**src/rtl/cliff_game_core.sv**
```systemverilog
// Game core for the "walk the group off the cliff" LED game.
// Holds the FSM, group position, step timer, lives, score and the LED bar composition.
module cliff_game_core #(
    parameter int WIDTH      = 16,
    parameter int GROUP      = 3,
    parameter int START_IDX  = 7,
    parameter int NUM_SPEEDS = 4,
    parameter int BASE_DIV   = 50000000,
    parameter int BLINK_DIV  = 5000000,
    parameter int LIVES      = 3,
    localparam int PW = $clog2(WIDTH),
    localparam int SW = (NUM_SPEEDS > 1) ? $clog2(NUM_SPEEDS) : 1,
    localparam int LW = $clog2(LIVES + 1)
) (
    input  logic             clk,
    input  logic             reset_n,
    input  logic             start,
    input  logic             left,
    input  logic             right,
    input  logic             speed_up,
    input  logic             speed_down,
    input  logic [PW-1:0]    left_margin,
    input  logic [PW-1:0]    right_margin,
    output logic [WIDTH-1:0] led,
    output logic [1:0]       state,
    output logic [PW-1:0]    pos,
    output logic [1:0]       dir,
    output logic [SW-1:0]    speed,
    output logic [LW-1:0]    lives,
    output logic [15:0]      score
);
    localparam int HALF = (GROUP - 1) / 2;
    localparam int P1   = PW + 1;
    localparam int CW   = $clog2(BASE_DIV + 1);
    localparam int BW   = $clog2(BLINK_DIV + 1);

    typedef enum logic [1:0] {
        ST_IDLE = 2'd0,
        ST_RUN  = 2'd1,
        ST_LOSE = 2'd2
    } state_t;

    state_t          state_q, state_d;
    logic [PW-1:0]   pos_q, pos_d, lm_q, lm_d, rm_q, rm_d;
    logic [1:0]      dir_q, dir_d;
    logic [SW-1:0]   speed_q, speed_d;
    logic [LW-1:0]   lives_q, lives_d;
    logic [15:0]     score_q, score_d;
    logic [CW-1:0]   step_cnt_q, step_cnt_d;
    logic [BW-1:0]   blink_cnt_q, blink_cnt_d;
    logic            blink_q, blink_d;
    logic            step_s, hit_s;
    logic [P1-1:0]   pos_x_s, lm_x_s, rm_x_s;
    logic [PW-1:0]   ml_s, mr_s;
    logic [WIDTH-1:0] group_s, wall_s;

    function automatic logic [CW-1:0] reload_val(input logic [SW-1:0] spd);
        return CW'((BASE_DIV >> spd) - 1);
    endfunction

    assign pos_x_s = {1'b0, pos_q};
    assign lm_x_s  = {1'b0, lm_q};
    assign rm_x_s  = {1'b0, rm_q};
    assign step_s  = (state_q == ST_RUN) && (step_cnt_q == CW'(0));
    // Wall contact is judged on the registered position, so it lands one cycle after the move.
    assign hit_s   = ((pos_x_s + P1'(HALF)) >= (P1'(WIDTH - 1) - lm_x_s)) ||
                     (pos_x_s <= (rm_x_s + P1'(HALF)));

    // Next-state logic for the game FSM and its datapath.
    always_comb begin
        state_d     = state_q;
        pos_d       = pos_q;
        dir_d       = dir_q;
        speed_d     = speed_q;
        lives_d     = lives_q;
        score_d     = score_q;
        lm_d        = lm_q;
        rm_d        = rm_q;
        step_cnt_d  = step_cnt_q;
        blink_cnt_d = blink_cnt_q;
        blink_d     = blink_q;

        if ((state_q != ST_LOSE) && (speed_up != speed_down)) begin
            if (speed_up) begin
                if (speed_q != SW'(NUM_SPEEDS - 1)) speed_d = speed_q + SW'(1);
                else                                speed_d = speed_q;
            end else begin
                if (speed_q != SW'(0)) speed_d = speed_q - SW'(1);
                else                   speed_d = speed_q;
            end
        end else begin
            speed_d = speed_q;
        end

        case (state_q)
            ST_IDLE: begin
                if (left && !right && ((pos_x_s + P1'(HALF + 1)) <= P1'(WIDTH - 2))) begin
                    pos_d = pos_q + PW'(1);
                end else if (right && !left && (pos_x_s >= P1'(HALF + 2))) begin
                    pos_d = pos_q - PW'(1);
                end else begin
                    pos_d = pos_q;
                end
                if (start) begin
                    state_d    = ST_RUN;
                    lm_d       = left_margin;
                    rm_d       = right_margin;
                    dir_d      = 2'd0;
                    score_d    = 16'd0;
                    lives_d    = LW'(LIVES);
                    step_cnt_d = reload_val(speed_q);
                end else begin
                    step_cnt_d = CW'(0);
                end
            end
            ST_RUN: begin
                if (step_s) step_cnt_d = reload_val(speed_q);
                else        step_cnt_d = step_cnt_q - CW'(1);
                if (start) begin
                    state_d    = ST_IDLE;
                    pos_d      = PW'(START_IDX);
                    dir_d      = 2'd0;
                    step_cnt_d = CW'(0);
                end else if (hit_s) begin
                    dir_d = 2'd0;
                    if (lives_q > LW'(1)) begin
                        lives_d = lives_q - LW'(1);
                        pos_d   = PW'(START_IDX);
                    end else begin
                        lives_d     = LW'(0);
                        state_d     = ST_LOSE;
                        step_cnt_d  = CW'(0);
                        blink_cnt_d = BW'(0);
                        blink_d     = 1'b1;
                    end
                end else begin
                    if (left && !right)      dir_d = 2'd1;
                    else if (right && !left) dir_d = 2'd2;
                    else                     dir_d = dir_q;
                    if (step_s && (dir_q != 2'd0)) begin
                        if (dir_q == 2'd1) pos_d = pos_q + PW'(1);
                        else               pos_d = pos_q - PW'(1);
                        if (score_q != 16'hFFFF) score_d = score_q + 16'd1;
                        else                     score_d = score_q;
                    end else begin
                        pos_d = pos_q;
                    end
                end
            end
            ST_LOSE: begin
                if (blink_cnt_q == BW'(BLINK_DIV - 1)) begin
                    blink_cnt_d = BW'(0);
                    blink_d     = ~blink_q;
                end else begin
                    blink_cnt_d = blink_cnt_q + BW'(1);
                end
                if (start) begin
                    state_d     = ST_IDLE;
                    pos_d       = PW'(START_IDX);
                    lives_d     = LW'(LIVES);
                    score_d     = 16'd0;
                    blink_cnt_d = BW'(0);
                    blink_d     = 1'b0;
                end else begin
                    state_d = ST_LOSE;
                end
            end
            default: begin
                state_d = ST_IDLE;
            end
        endcase
    end

    // State and datapath registers.
    always_ff @(posedge clk or negedge reset_n) begin
        if (!reset_n) begin
            state_q     <= ST_IDLE;
            pos_q       <= PW'(START_IDX);
            dir_q       <= 2'd0;
            speed_q     <= SW'(0);
            lives_q     <= LW'(LIVES);
            score_q     <= 16'd0;
            lm_q        <= PW'(0);
            rm_q        <= PW'(0);
            step_cnt_q  <= CW'(0);
            blink_cnt_q <= BW'(0);
            blink_q     <= 1'b0;
        end else begin
            state_q     <= state_d;
            pos_q       <= pos_d;
            dir_q       <= dir_d;
            speed_q     <= speed_d;
            lives_q     <= lives_d;
            score_q     <= score_d;
            lm_q        <= lm_d;
            rm_q        <= rm_d;
            step_cnt_q  <= step_cnt_d;
            blink_cnt_q <= blink_cnt_d;
            blink_q     <= blink_d;
        end
    end

    // LED composition: group and wall masks, walls follow the live margins while idle.
    always_comb begin
        if (state_q == ST_IDLE) begin
            ml_s = left_margin;
            mr_s = right_margin;
        end else begin
            ml_s = lm_q;
            mr_s = rm_q;
        end
        for (int i = 0; i < WIDTH; i++) begin
            group_s[i] = ((i + HALF) >= int'(pos_q)) && (i <= (int'(pos_q) + HALF));
            wall_s[i]  = (i == (WIDTH - 1 - int'(ml_s))) || (i == int'(mr_s));
        end
        case (state_q)
            ST_IDLE: led = group_s | wall_s;
            ST_RUN:  led = group_s;
            ST_LOSE: led = {WIDTH{blink_q}};
            default: led = {WIDTH{1'b0}};
        endcase
    end

    assign state = state_q;
    assign pos   = pos_q;
    assign dir   = dir_q;
    assign speed = speed_q;
    assign lives = lives_q;
    assign score = score_q;
endmodule

```
**config.mk**
```make
export PLATFORM = sky130hd
export DESIGN_NAME = cliff_game_core
export DESIGN_NICKNAME = d
export VERILOG_FILES = /design/src/rtl/cliff_game_core.sv
export SDC_FILE = /design/constraint.sdc
export NUM_CORES = 1
export LEC_CHECK = 0
export ABC_AREA = 0
export BUFFER_PORTS_ARGS = -buffer_cell sky130_fd_sc_hd__clkbuf_2
export CAP_MARGIN = 40
export CORE_UTILIZATION = 30
export CTS_CLUSTER_DIAMETER = 50
export DETAILED_ROUTE_END_ITERATION = 8
export SLEW_MARGIN = 20
export SYNTH_ARGS = -nofsm -noshare
export SYNTH_HDL_FRONTEND = slang
export SYNTH_SLANG_ARGS = --single-unit
```
**constraint.sdc**
```tcl
create_clock -name clk -period 8.1 [get_ports clk]
set_input_delay 1.215 -clock clk [delete_from_list [all_inputs] [get_ports clk]]
set_output_delay 1.215 -clock clk [all_outputs]
set_load 0.01 [all_outputs]
```
After elaboration in Yosys (flattened, before gate mapping)
Cells that the tools add are included.
{"block": "classes", "n_addsub": 15, "mul": 0, "n_div": 0, "order_cmp": 35, "eq_ne": 55, "shift": 1, "n_mux": 56, "bitwise_logic": 2, "reduce_logical": 61}
{"operator": "$le 5x32->1 const A", "n": 7}
{"operator": "$mux 26", "n": 5}
{"operator": "$le 4x32->1 const A", "n": 4}
{"operator": "$mux 23", "n": 5}
{"operator": "$mux 16", "n": 5}
{"operator": "$le 3x32->1 const A", "n": 2}
{"operator": "$pmux 26 s2", "n": 1}
{"operator": "$pmux 16 s3", "n": 1}
{"operator": "$pmux 23 s2", "n": 1}
{"operator": "$eq 5x5->1 const A", "n": 8}
{"operator": "$mux 4", "n": 10}
{"operator": "$mux 2", "n": 17}
{"operator": "$eq 4x4->1 const A", "n": 8}
{"operator": "$le 1x32->1 const A", "n": 1}
{"operator": "$le 2x32->1 const A", "n": 1}
{"operator": "$logic_not 32->1", "n": 1}
{"operator": "$pmux 16 s2", "n": 1}
{"operator": "$ge 4x4->1 const A", "n": 7}
{"operator": "$logic_not 26->1", "n": 1}
{"operator": "$shr 26x2->26 const A", "n": 1}
{"operator": "$sub 26x1->26 const B", "n": 1}
{"operator": "$sub 26x2->26 const B", "n": 1}
{"operator": "$add 23x1->23 const B", "n": 1}
{"operator": "$eq 23x23->1 const B", "n": 1}
{"operator": "52 further kinds", "n": 134}
{"block": "totals", "reg_bits": 86, "latch_bits": 0, "ramBits": 0, "romBits": 0, "in_bits": 15, "out_inout_bits": 44, "mem_count": 0}

Logic depth before layout (Yosys ltp)
{"block": "logic_depth", "depth_word": 7, "ltp_mapped": 14, "mapped_depth_nobuf": 9}

Worst setup path after synthesis
OpenSTA, ideal clock, no wires.
{"block": "synth_path", "kind": "register to output", "from": "reg pos_q[0] (netlist: pos[0])", "to": "out led[1]", "arrival_ns": 2.248, "path_slack_ns": 4.637, "stages_incl_launch_ff": 9, "path_buffers": 1, "cell_sequence": "dfstp_2 > clkbuf_1 > inv_1 > ha_1 > nor2_1 > nand2_1 > nor3_1 > or3b_2 > a31oi_1"}
{"block": "synth_via", "elab_chain_len": 5, "word_cells_on_any_way": 6}
{"item": "from (decl)", "line": "44", "text": "logic [PW-1:0] pos_q, pos_d, lm_q, lm_d, rm_q, rm_d;"}
{"item": "from (signal assigned)", "line": "178", "text": "pos_q <= PW'(START_IDX);"}
{"item": "from (signal assigned)", "line": "190", "text": "pos_q <= pos_d;"}
{"item": "$add 4x1->5", "line": "213", "text": "group_s[i] = ((i + HALF) >= int'(pos_q)) && (i <= (int'(pos_q) + HALF));"}
{"item": "$le 2x32->1", "line": "213"}
{"item": "$logic_and 1x1->1 *", "line": "213"}
{"item": "$or 16x16->16", "line": "217", "text": "ST_IDLE: led = group_s | wall_s;"}
{"item": "$pmux 16 s3 *", "line": "216", "text": "case (state_q)"}
{"item": "to (decl)", "line": "24", "text": "output logic [WIDTH-1:0] led,"}
Mark *: on every way between the ends. The rest lies on a longest branch, timed or not.

Final worst setup path
{"block": "layout_path", "from": "reg pos_q[1] (netlist: pos[1])", "to": "out led[1]"}
The elaborated chain is that of the path after synthesis.

==> results by stage <==
GRT:
- The first-pass GRT wire length is 30900 um.
- The via count of the first global-routing pass is 5763.
- Entering global routing, the biggest net connects 49 pins.
- Global routing used 17.2% of the available tracks across all layers.
- The total congestion overflow is 0.
- The number of antenna violations at the first check in global routing came to 0.

Power and ir drop:
- The worst-case IR drop observed on VDD is 0.000143 V.
- Overall power consumption after layout is estimated at 3.01 mW.
- The leakage power summed over all cells is 3.03 nW.
- For this design the ratio of total power to cell area is 401 nW/um^2.

CTS:
- The number of sinks on the clock net is 86.
- The clock passes through at most 2 buffers.
- TritonCTS built the clock tree.
- For the worst-skew pair, the clock arrives at the later sink with an insertion delay of 0.35 ns.
- The number of gates given a new drive strength after cts is 0.
- The clock root buffer is sky130_fd_sc_hd__clkbuf_16.
- The clock input transition at the sequential cells of the worst setup and hold paths is 0.06 ns.
- The number of hold-repair buffers added at the cts stage is 0.
- The total clock buffers created by CTS is 9.
- The clock tree synthesis step divided the H-tree into 3 levels.
- The number of buffers inserted by post-CTS setup repair is 0.

Setup path:
- The required time at the worst-slack endpoint is 6.88 ns.
- The critical path goes through ha_1 > nand3_1 > nand2_1 > nor3_1 > or3b_2 > a31oi_1 > clkbuf_2.
- The launch instance of the worst register-to-register path is pos[2]$_DFFE_PN1P_.
- The endpoint identified for the worst register-to-register timing path is blink_cnt_q[1]$_DFFE_PN0P_.
- The critical path in this run is classified as reg2out.
- The category of the worst setup path launch point is a flop.
- The endpoint kind of the worst setup timing path is an output pin.
- The setup check on the worst reg-to-reg path leaves a slack of 4.38 ns.
- Grouping stages by cell kind, the critical path spends the most delay in simple AND/OR/NAND/NOR gates.
- STA puts the critical path data arrival time at 2.99 ns.
- The startpoint of the worst setup timing path is pos[1]$_DFFE_PN1P_.
- The cell type of the slowest stage on the worst timing path is sky130_fd_sc_hd__dfstp_2.
- For the worst flop-to-flop path, the logic depth is 10.
- The peak per-stage delay on the critical path is 0.69 ns.
- The largest driver fanout on the critical path is 19.
- Together, buffers and inverters on the worst path number 1.

Synth:
- Averaged over all synthesized cells, the footprint is 8.10 sq um.
- The synthesized netlist devotes 29.1% of its cell area to compound gates.
- The proportion of synthesized chip area in sequential cells is 32.6%.
- Counting every net in the synthesized netlist gives 855.
- The number of flops mapped to enable cells by yosys is 0.
- The proportion of netlist area held by the largest area contributor is 30.6%.
- The cell count after synthesis came out at 818.
- After Yosys synthesis, and, or, nand and nor cells account for 24.2% of the synthesized area.
- The synthesized design spends more area on one cell type than any other, namely sky130_fd_sc_hd__dfrtp_1.
- After synthesis, the largest family of logic cells by area is compound AO/OA/AOI/OAI gates.
- The mux contribution to synthesized area is 2.80%.
- The most used flip-flop cell after synthesis is sky130_fd_sc_hd__dfrtp_1.
- Summing the areas of all fa, ha and maj instances in the mapped netlist gives 4.31% of the synthesized area.
- The cell area that synthesis handed to floorplanning was 6630 sq um.
- Yosys printed 0 warnings.
- The xor and xnor area share after synthesis is 1.19%.
- After synthesis the netlist holds a flip-flop and latch count of 86.
- The distinct cell type count after synthesis is 82.
- Yosys attributes the largest share of cell area to sky130_fd_sc_hd__dfrtp_1 31%, sky130_fd_sc_hd__a21oi_1 5.2%, sky130_fd_sc_hd__ha_1 4.2%.
- Counting flops with an async set or reset pin after synthesis yields a share of 100%.

Final layout:
- The count of filler cells inserted in the layout is 2312.
- The area growth from synthesis to layout is 13.3%.
- At the end of the flow the core is filled with cells to 34.5%.
- The number of diodes added for antenna fixing is 0.
- The post-route netlist has 13.7% of its cells at a drive strength greater than 1.
- The net total in the final layout is 881.

Detailed routing:
- The final route contains 6513 vias.
- The remaining antenna violation count is 0.
- In the final routed layout, each cell accounts on average for 17.0 um.
- For this run, design rule violations remaining after detail routing come to 0.
- Using the TritonRoute via totals, the vias-per-cell ratio works out to 5.77.
- For this block, the initial DRC count from the detailed router was 479.
- For this run, the detailed router's first-pass iteration total came to 5.
- The aggregate routed wire length is 19200 um.

Floorplan:
- The number of placement rows is 54.
- For this configuration, the core starts out at a cell density of 30.5%.
- The floorplan step defined a die boundary enclosing 22700 sq um.
- The count of pins on the block boundary is 59.
- The die extent in x is 151 um.
- The die boundary height is 151 um.
- The area of the core region is 21800 sq um.

Worst hold path:
- The sink of the worst hold path is blink_cnt_q[14]$_DFFE_PN0P_.
- The cell depth of the worst hold path is 1.
- The worst hold path begins at blink_cnt_q[14]$_DFFE_PN0P_.
- The class of the most critical hold timing path is reg2reg.

Timing:
- The minimum clock period is 4.21 ns.
- Static timing analysis puts the maximum clock frequency at 238 MHz.
- The worst pin sits at a relative slew slack of 46.9%.
- After layout, the worst path uses 51.9% of the clock period.
- The number of hold violations in the final report is 0.
- Setup repair after global routing left no endpoint under its margin.
- Setup violations remaining at the end of the flow were counted as 0.
- The final count of pins violating max slew was 0.
- Setup total negative slack on the finished layout was measured at 0 ns.
- Between clock sinks in the finished design, the worst skew comes to 0.0102 ns.
- At the pin with the least slew margin, the transition time is 0.790 ns.

Placement:
- The number of buffer cells added on primary ports is 58.
- Detailed placement ended at an HPWL of 13800 um.
- The final weighted congestion in routability-driven placement is 0.842.

Job:
- The total of max-cap violations is 0.

Run status:
- The flow ran to the end, and the final reports show no timing, DRC or antenna violations.
## sequential cells by signal, indices dropped and copies added, names as in the netlist
name / cells
lm_q: 4
blink_cnt_q: 23
speed: 2
dir: 2
state: 2
score: 16
lives: 2
blink_q: 1
step_cnt_q: 26
pos: 4
rm_q: 4
## cell families after synthesis
kind of cell	after synthesis
and+or+nand+nor	303
buffers and inverters	96
muxes	17
adders and majority gates	23
xor gates and xnor gates	9
DFF	86
AOI/OAI and AO/OA	284
## per-stage QoR
| stage | setup WS, ns | instance area, sq um | std cells | hold WS [ns] |
|---|---|---|---|---|
| floorplan | 4.64 | 6630 | 818 | 0.467 |
| global placement | 4.27 | 7090 | 1106 | 0.499 |
| detailed placement | 4.31 | 7140 | 1111 | 0.502 |
| CTS | 3.91 | 7480 | 1127 | 0.521 |
| global route | 3.71 | 7510 | 1129 | 0.548 |
| finish | 3.89 | 7510 | 1129 | 0.527 |
## worst max path at each step
stage                         endpoint  slack, ns  depth (start not counted)
finish                          led[1]       3.89                          7
global route                    led[1]       3.71                          7
CTS                             led[1]       3.91                          7
detailed placement              led[1]       4.31                          7
global placement    pos[1]$_DFFE_PN1P_       4.27                          8
floorplan                       led[1]       4.64                          8
## layer usage
layer	GRT usage (%)	share of wire, %	vias up
li1	-	-	3152
met2	27.6	48	167
met3	3.12	4.8	16
met1	23.5	46	3178
met5	0	0	-
met4	5.30	1.6	0
## worst register-to-register path: stages, from the launching register on
cell and delay, ns:
sky130_fd_sc_hd__dfstp_2 0.83, sky130_fd_sc_hd__nand3_1 0.28, sky130_fd_sc_hd__xnor2_1 0.44, sky130_fd_sc_hd__ha_1 0.23
sky130_fd_sc_hd__a31oi_1 0.04, sky130_fd_sc_hd__and3_1 0.20, sky130_fd_sc_hd__o21a_1 0.25, sky130_fd_sc_hd__a2111o_1 0.71
sky130_fd_sc_hd__buf_6 0.26, sky130_fd_sc_hd__and3_1 0.17, sky130_fd_sc_hd__a31o_2 0.20
## final cells by class
| class | instances | area (sq um) | share of cell area, % |
|---|---|---|---|
| repair buffers | 72 | 423 | 5.63 |
| clock buffers | 12 | 246 | 3.28 |
| flip-flops and latches | 86 | 2160 | 28.8 |
| clock inverters | 4 | 95.1 | 1.27 |
| multi-input cells | 636 | 4090 | 54.4 |
| inverters | 39 | 146 | 1.95 |
| well taps | 280 | 350 | 4.67 |
## where the power goes
part	switching [mW]	internal [mW]	total [mW]
Clock	0.171	0.310	0.481
Combinational	1.09	0.699	1.79
Sequential	0.188	0.550	0.737
Total	1.45	1.56	3.01
## cells in the mapped netlist (4+ instances only)
library cell,instances
sky130_fd_sc_hd__and2_1,8
sky130_fd_sc_hd__mux2_2,8
sky130_fd_sc_hd__or2_2,4
sky130_fd_sc_hd__o2bb2ai_1,14
sky130_fd_sc_hd__a221oi_1,11
sky130_fd_sc_hd__nor4_1,14
sky130_fd_sc_hd__nand4_1,9
sky130_fd_sc_hd__xnor2_1,5
sky130_fd_sc_hd__nor2b_1,12
sky130_fd_sc_hd__dfstp_2,5
sky130_fd_sc_hd__o211ai_1,14
sky130_fd_sc_hd__nor2_1,64
sky130_fd_sc_hd__o22ai_1,15
sky130_fd_sc_hd__o21ai_0,52
sky130_fd_sc_hd__nand3_1,32
sky130_fd_sc_hd__a211oi_1,4
sky130_fd_sc_hd__o31ai_1,9
sky130_fd_sc_hd__a22oi_1,5
sky130_fd_sc_hd__nor3_1,21
sky130_fd_sc_hd__clkbuf_1,45
sky130_fd_sc_hd__buf_2,4
sky130_fd_sc_hd__o32ai_1,5
sky130_fd_sc_hd__xor2_1,4
sky130_fd_sc_hd__a21oi_1,69
sky130_fd_sc_hd__a22o_1,4
sky130_fd_sc_hd__ha_1,22
sky130_fd_sc_hd__a31oi_1,19
sky130_fd_sc_hd__nand2_1,63
sky130_fd_sc_hd__buf_1,5
sky130_fd_sc_hd__mux2i_1,8
sky130_fd_sc_hd__o22a_1,6
sky130_fd_sc_hd__and3_1,5
sky130_fd_sc_hd__dfrtp_1,81
sky130_fd_sc_hd__nor4b_1,4
sky130_fd_sc_hd__or4_1,11
sky130_fd_sc_hd__or3_1,16
sky130_fd_sc_hd__a221o_1,8
sky130_fd_sc_hd__inv_1,39
sky130_fd_sc_hd__nand2b_1,18
sky130_fd_sc_hd__o21a_1,7
## placed cells by master (no fill, tap or decap), types with 12 or more instances in the layout
cell type,synthesis,layout
sky130_fd_sc_hd__nand2_1,63,63
sky130_fd_sc_hd__nand2b_1,18,18
sky130_fd_sc_hd__a21oi_1,69,69
sky130_fd_sc_hd__nor3_1,21,21
sky130_fd_sc_hd__or3_1,16,16
sky130_fd_sc_hd__dfrtp_1,81,81
sky130_fd_sc_hd__ha_1,22,22
sky130_fd_sc_hd__clkbuf_2,1,57
sky130_fd_sc_hd__nand3_1,32,32
sky130_fd_sc_hd__o22ai_1,15,15
sky130_fd_sc_hd__o21ai_0,52,52
sky130_fd_sc_hd__nor2_1,64,63
sky130_fd_sc_hd__o2bb2ai_1,14,14
sky130_fd_sc_hd__inv_1,39,39
sky130_fd_sc_hd__o211ai_1,14,14
sky130_fd_sc_hd__nor4_1,14,14
sky130_fd_sc_hd__a31oi_1,19,19
sky130_fd_sc_hd__nor2b_1,12,12
No activity file was read; power rests on OpenSTA's default activity.
